==> src/rtl/rv32_branch_predictor.sv <==
// -----------------------------------------------------------------------------
// rv32_branch_predictor
//
// Fetch-stage dynamic branch predictor. A direct-mapped branch target buffer
// (BTB) with a 2-bit saturating counter per entry. It is looked up with the
// fetch PC and gives a registered prediction one cycle later. The execute
// stage writes resolved outcomes back through the update port.
//
// Configuration macro: RV32_BRANCH_PREDICTOR_EN
//   defined   : BTB + counters as described above.
//   undefined : no BTB storage and the update port is ignored. The output
//               registers remain and predict static not-taken (pc_in + 4).
//
// Ports
//   clk                  clock, rising edge
//   reset_n              asynchronous active-low reset
//   stall_in             hold the lookup output registers (pc_in not consumed)
//   pc_in[31:0]          fetch PC to look up
//   predicted_taken_out  registered taken prediction
//   predicted_pc_out     registered next-PC prediction
//   update_valid_in      resolved branch/jump write this cycle
//   update_pc_in[31:0]   PC of the resolved branch
//   update_taken_in      resolved direction
//   update_target_in     resolved taken target (bit 0 already cleared)
// -----------------------------------------------------------------------------
module rv32_branch_predictor #(
  parameter int INDEX_BITS = 4
) (
  input  logic        clk,
  input  logic        reset_n,
  input  logic        stall_in,
  input  logic [31:0] pc_in,
  output logic        predicted_taken_out,
  output logic [31:0] predicted_pc_out,
  input  logic        update_valid_in,
  input  logic [31:0] update_pc_in,
  input  logic        update_taken_in,
  input  logic [31:0] update_target_in
);

  logic        next_taken;
  logic [31:0] next_pc;

`ifdef RV32_BRANCH_PREDICTOR_EN
  localparam int NUM_ENTRIES = 1 << INDEX_BITS;
  localparam int TAG_BITS    = 30 - INDEX_BITS;

  // Counter encoding: 00 strong-NT, 01 weak-NT, 10 weak-T, 11 strong-T.
  localparam logic [1:0] CTR_STRONG_NT = 2'b00;
  localparam logic [1:0] CTR_WEAK_NT   = 2'b01;
  localparam logic [1:0] CTR_WEAK_T    = 2'b10;
  localparam logic [1:0] CTR_STRONG_T  = 2'b11;

  logic                  valid_q  [NUM_ENTRIES];
  logic [1:0]            ctr_q    [NUM_ENTRIES];
  logic [TAG_BITS-1:0]   tag_q    [NUM_ENTRIES];
  logic [31:0]           target_q [NUM_ENTRIES];

  logic [INDEX_BITS-1:0] lk_idx;
  logic [TAG_BITS-1:0]   lk_tag;
  logic                  lk_hit;
  logic [INDEX_BITS-1:0] up_idx;
  logic [TAG_BITS-1:0]   up_tag;
  logic                  up_hit;

  assign lk_idx = pc_in[INDEX_BITS+1:2];
  assign lk_tag = pc_in[31:INDEX_BITS+2];
  assign up_idx = update_pc_in[INDEX_BITS+1:2];
  assign up_tag = update_pc_in[31:INDEX_BITS+2];

  // Both ports read the array as it stood before this edge: no bypass.
  assign lk_hit = valid_q[lk_idx] && (tag_q[lk_idx] == lk_tag);
  assign up_hit = valid_q[up_idx] && (tag_q[up_idx] == up_tag);

  // NOTE: every always_comb output gets a default first, so no path can leave
  // it unassigned and infer a latch.
  always_comb begin
    next_taken = 1'b0;
    next_pc    = pc_in + 32'd4;
    if (lk_hit && ctr_q[lk_idx][1]) begin
      next_taken = 1'b1;
      next_pc    = target_q[lk_idx];
    end
  end

  // Valid bits and counters are the only array state that must reset.
  // NOTE: sequential state uses non-blocking assignments so every flop
  // samples pre-edge values regardless of statement order.
  always_ff @(posedge clk or negedge reset_n) begin
    if (!reset_n) begin
      for (int i = 0; i < NUM_ENTRIES; i++) begin
        valid_q[i] <= 1'b0;
        ctr_q[i]   <= CTR_WEAK_NT;
      end
    end else if (update_valid_in) begin
      if (up_hit) begin
        if (update_taken_in) begin
          if (ctr_q[up_idx] != CTR_STRONG_T) ctr_q[up_idx] <= ctr_q[up_idx] + 2'd1;
        end else begin
          if (ctr_q[up_idx] != CTR_STRONG_NT) ctr_q[up_idx] <= ctr_q[up_idx] - 2'd1;
        end
      end else if (update_taken_in) begin
        valid_q[up_idx] <= 1'b1;
        ctr_q[up_idx]   <= CTR_WEAK_T;
      end
    end
  end

  // NOTE: tag/target storage is deliberately not reset; it is ignored while
  // its valid bit is clear, and leaving it unreset lets it map to plain RAM.
  // A taken update rewrites the tag: on a hit it is unchanged, on a miss it
  // allocates.
  always_ff @(posedge clk) begin
    if (update_valid_in && update_taken_in) begin
      tag_q[up_idx]    <= up_tag;
      target_q[up_idx] <= update_target_in;
    end
  end

  logic unused_bits;
  assign unused_bits = ^update_pc_in[1:0];
`else
  // Static not-taken: next PC is always the sequential PC.
  assign next_taken = 1'b0;
  assign next_pc    = pc_in + 32'd4;

  logic unused_bits;
  assign unused_bits = ^{update_valid_in, update_pc_in, update_taken_in, update_target_in};
`endif

  always_ff @(posedge clk or negedge reset_n) begin
    if (!reset_n) begin
      predicted_taken_out <= 1'b0;
      predicted_pc_out    <= 32'h0000_0000;
    end else if (!stall_in) begin
      predicted_taken_out <= next_taken;
      predicted_pc_out    <= next_pc;
    end
  end

endmodule

==> config.mk <==
export PLATFORM = sky130hd
export DESIGN_NAME = rv32_branch_predictor
export DESIGN_NICKNAME = d
export VERILOG_FILES = /design/src/rtl/rv32_branch_predictor.sv
export SDC_FILE = /design/constraint.sdc
export NUM_CORES = 1
export LEC_CHECK = 0
export ABC_AREA = 1
export CAP_MARGIN = 20
export CORE_MARGIN = 5
export CORE_UTILIZATION = 40
export CTS_BUF_LIST = sky130_fd_sc_hd__clkbuf_4
export CTS_CLUSTER_DIAMETER = 80
export DETAILED_ROUTE_END_ITERATION = 16
export GPL_TIMING_DRIVEN = 1
export PLACE_DENSITY = 0.87
export RECOVER_POWER = 50
export SLEW_MARGIN = 20
export SYNTH_ARGS = -nofsm -noshare
export SYNTH_HDL_FRONTEND = slang
export SYNTH_SLANG_ARGS = --single-unit
==> constraint.sdc <==
create_clock -name clk -period 1.2 [get_ports clk]
set_input_delay 0.12 -clock clk [delete_from_list [all_inputs] [get_ports clk]]
set_output_delay 0.12 -clock clk [all_outputs]
set_load 0.02 [all_outputs]
---- Word-level counts from Yosys, hierarchy flattened ----
Cells that the tools add are included.
cells by class
  add/subtract/negate cells ............... 1
operators by type and width
  cell                     count
  $add A32 B3 Y32 const B  1
storage, ports and cells
  logic and storage cells ................. 2
  output and inout port bits .............. 33
  bits in registers ....................... 32

---- Logic depth before layout (Yosys ltp) ----
  word-level depth ........................ 1
  depth in mapped cells ................... 9
  gate-level depth less buffers ........... 9

---- Worst setup path after synthesis ----
OpenSTA, ideal clock, no wires.
  kind .................................... input to register
  from .................................... input port pc_in[2]
  to ...................................... register predicted_pc_out[14]
  cell stages on the path ................. 8
  arrival time ............................ 0.978 ns
  slack ................................... 0.105 ns
  buffers on the path ..................... 0
  path through ............................ ha_1 -> nand2_2 -> nor2_4 -> nand2_4 -> nor2_4 -> or2_2 -> nand3_1 -> nand2_1
on the way
  word-level cells in the longest chain between the ends .. 1
ends and longest elaborated chain
  element                 RTL line  source
  start: declaration      32        input logic [31:0] pc_in,
  $add A32 B3 Y32         125       assign next_pc = pc_in + 32'd4;
  end signal: assignment  137       predicted_pc_out <= next_pc;
  end: declaration        34        output logic [31:0] predicted_pc_out,
Every way passes these cells.
A chain may end at the register's enable or synchronous reset.

---- Final worst setup path ----
  from .................................... register predicted_pc_out[16]
  to ...................................... output port predicted_pc_out[16]
No word-level cell between the ends.

==> results.py <==
metrics = {
    "outcome": {
        "run_status": "finished clean",
    },
    "finish": {
        "reg.largest.list": "predicted_pc_out x32",
        "final_area_um2": 3123,
        "drive_gt1_frac": 0.2325,
        "largest_reg_flops": 32,
        "fillers": 467,
        "num-nets-final": 501,
        "antennaDiodeCount": 0,
        "area_delta_synth_final_pct": 50.63,
        "finalNonFillerCells": 470,
        "top_register": "predicted_pc_out",
    },
    "pwr": {
        "power_density_nw_per_um2": 841.5,
        "ir_drop_uv": 583.1,
        "p_total_w": 0.002628,
        "p_leak_nw": 1.612,
    },
    "clock_network": {
        "cts-root-buf": "clkbuf_4",
        "clockBufferDepth": 2,
        "clkTransAtPathRegs_ps": 110,
        "cts.sinks": 32,
        "cts_made_buffers": 5,
        "cts_setup_buffers": 0,
        "insertion_delay_ps": 340,
        "htree_levels": 2,
        "cts_tree": "built",
    },
    "timing": {
        "hold_violations": 0,
        "tightestPinTransition_ps": 821.4,
        "rsz0062_at_grt": "true",
        "post-route-period-util": 0.9633,
        "fin_crit_ps": 1156,
        "slew_viol_final": 0,
        "fin_hold_ws_ps": 130.9,
        "fin_skew_ps": 0,
        "fmax_mhz": 865.0,
        "fin_tns_setup_ps": 0,
        "slew_headroom": 0.4524,
        "setup_viol": 0,
    },
    "setup_path": {
        "cp.depth": 1,
        "max_stage_delay_ps": 410,
        "regToRegEndpoint": "predicted_pc_out[4]",
        "worst_path_max_delay_cell": "dfrtp_1",
        "r2r_cells": 2,
        "cp-endpoint": "predicted_pc_out[16]",
        "startpoint": "predicted_pc_out[16]",
        "cp_max_fo": 2,
        "r2r_slack_ps": 540,
        "arrival_ps": 1040,
        "cp-start-kind": "flop",
        "criticalPathCategory": "reg -> out",
        "cp.required_ps": 1080,
        "critical_path.top_delay_family": "flip-flops",
        "rr_startpoint": "predicted_pc_out[4]",
        "crit_buf_inv": 1,
        "path_cells": "clkdlybuf4s15_1",
        "worst_setup_path_end_kind": "output pin",
    },
    "yosys": {
        "netlist_area_um2": 2073,
        "synthCells": 304,
        "ys_ff_latch": 32,
        "synth_cell_types": 28,
        "synthFlopType": "dfrtp_1",
        "yosysSeqAreaShare": 0.3862,
        "syn_avg_cell_area_um2": 6.820,
        "synth_enable_flop_cells": 0,
        "syn-num-nets": 406,
        "async_flop_share": 1.000,
        "yosysWarnings": 0,
    },
    "detailed_routing": {
        "drt-initial-drc-count": 79,
        "num_vias": 2286,
        "wl_per_cell_um": 13.16,
        "drc": 0,
        "drtAntennaViolNets": 0,
        "first_pass_iters": 4,
        "via_per_inst": 4.864,
        "routed_wl_um": 6186,
    },
    "floorplanning": {
        "die_area_um2": 6723,
        "coreArea_um2": 5075,
        "fp.dieH_um": 82.00,
        "top_level_ports": 134,
        "start_util": 0.4085,
        "die_w_um": 82.00,
        "num_rows": 26,
    },
    "placement": {
        "dp_cells": 462,
        "place_hpwl_um": 4761,
        "placed_cell_area_um2": 3030,
        "port_buffers": 66,
        "gp_congestion": 0.8909,
    },
    "hold_path": {
        "hold_path.class": "in -> reg",
        "hp-start": "pc_in[6]",
    },
    "global_routing": {
        "grt_max_degree": 33,
        "grt_pass1_wl_um": 10090,
        "antenna_found_initial": 0,
        "grt_pass1_vias": 2193,
        "grt.total_usage": 0.1954,
        "overflow": 0,
    },
    "job": {
        "max_cap_violations": 0,
    },
}
## worst register-to-register path: cells and delay by family (launching register included)
family / cells / cell delay (ps)
AO/OA/AOI/OAI: 1 / 80
flip-flops: 1 / 400
AND/OR/NAND/NOR: 1 / 70
## synth_stat cells (2+ instances only)
| master | n | area (µm²) |
|---|---|---|
| o21bai_1 | 2 | 15.01 |
| and2_1 | 3 | 18.77 |
| nor2_1 | 28 | 105.1 |
| xor2_1 | 2 | 17.52 |
| buf_6 | 2 | 22.52 |
| nor2_4 | 9 | 101.4 |
| nor2_2 | 3 | 18.77 |
| a21oi_1 | 3 | 15.01 |
| inv_1 | 23 | 86.33 |
| nand2_2 | 7 | 43.79 |
| dfrtp_1 | 32 | 800.8 |
| buf_1 | 2 | 7.510 |
| nand2_4 | 2 | 22.52 |
| nand2_1 | 129 | 484.2 |
| or2_2 | 3 | 18.77 |
| o21ai_0 | 10 | 50.05 |
| nand3_1 | 33 | 165.2 |
## cell families after synthesis
logic type               count (synthesis)  share of synthesized area
buffers and inverters                   31                    0.06578
adder cells (fa/ha/maj)                  1                   0.006034
XOR/XNOR                                 2                   0.008451
other                                    1                   0.001809
flip-flops                              32                     0.3862
AO/OA/AOI/OAI                           17                    0.04405
AND/OR/NAND/NOR                        220                     0.4876
## metrics by stage
step | setup slack, ps | util
3_5_place_dp | -507.1 | 0.5971
2_1_floorplan | 104.6 | -
6_report | 43.99 | 0.6154
3_3_place_gp | -426.9 | 0.5971
5_1_grt | -25.81 | 0.6154
4_1_cts | 0.8211 | 0.6028
## power breakdown
group          internal, W  switching, W
combinational     0.000344      0.000444
clock             0.000215      0.000393
sequential         0.00118     0.0000561
total              0.00174      0.000893
## cell type report
type                    instances  area (µm²)  area share
inverters                      24       90.09     0.02885
clock buffers                   5       37.54     0.01202
repair buffers                 95       887.1      0.2841
well taps                      70       87.58     0.02804
flip-flops and latches         32       800.8      0.2564
multi-input cells             241        1206      0.3862
clock inverters                 3       13.76    0.004407
## layer usage
| layer | global-route usage | wire length [µm] | share of wire | up-vias |
|---|---|---|---|---|
| met2 | 0.3336 | 3051 | 0.49 | 81 |
| met1 | 0.2407 | 2618 | 0.42 | 1061 |
| met4 | 0.06312 | 99 | 0.016 | 0 |
| met3 | 0.04715 | 416 | 0.067 | 10 |
| met5 | 0 | 0 | 0 | - |
| li1 | - | - | - | 1134 |
## worst min-delay path by stage
stage                            to  slack (ps)  cells past startpoint
2_1_floorplan   predicted_pc_out[0]        -180                      0
3_3_place_gp    predicted_pc_out[0]         460                      2
3_5_place_dp   predicted_pc_out[23]         470                      2
4_1_cts         predicted_pc_out[5]         140                      2
5_1_grt         predicted_pc_out[6]         190                      3
6_report        predicted_pc_out[6]         130                      3
## cells in the final DEF (no fill, tap or decap), drive strengths merged
cell type / instances
nand2: 138
nor2: 41
nand3: 33
dfrtp: 32
buf: 28
inv: 23
clkdlybuf4s15: 22
clkdlybuf4s50: 17
clkbuf: 14
dlymetal6s2s: 13
o21ai: 11
dlygate4sd2: 5
or2: 5
clkinv: 4
and2: 3
a21oi: 3
o21bai: 2
xor2: 2
a31oi: 1
ha: 1
conb: 1
dlygate4sd3: 1
## repair_timing
item,in CTS,in global routing
gates resized for setup,45,67
pin swaps,4,7
hold buffers,0,0
endpoints found under the setup margin,52,48
Note: power is estimated with default switching activity, not from simulation.
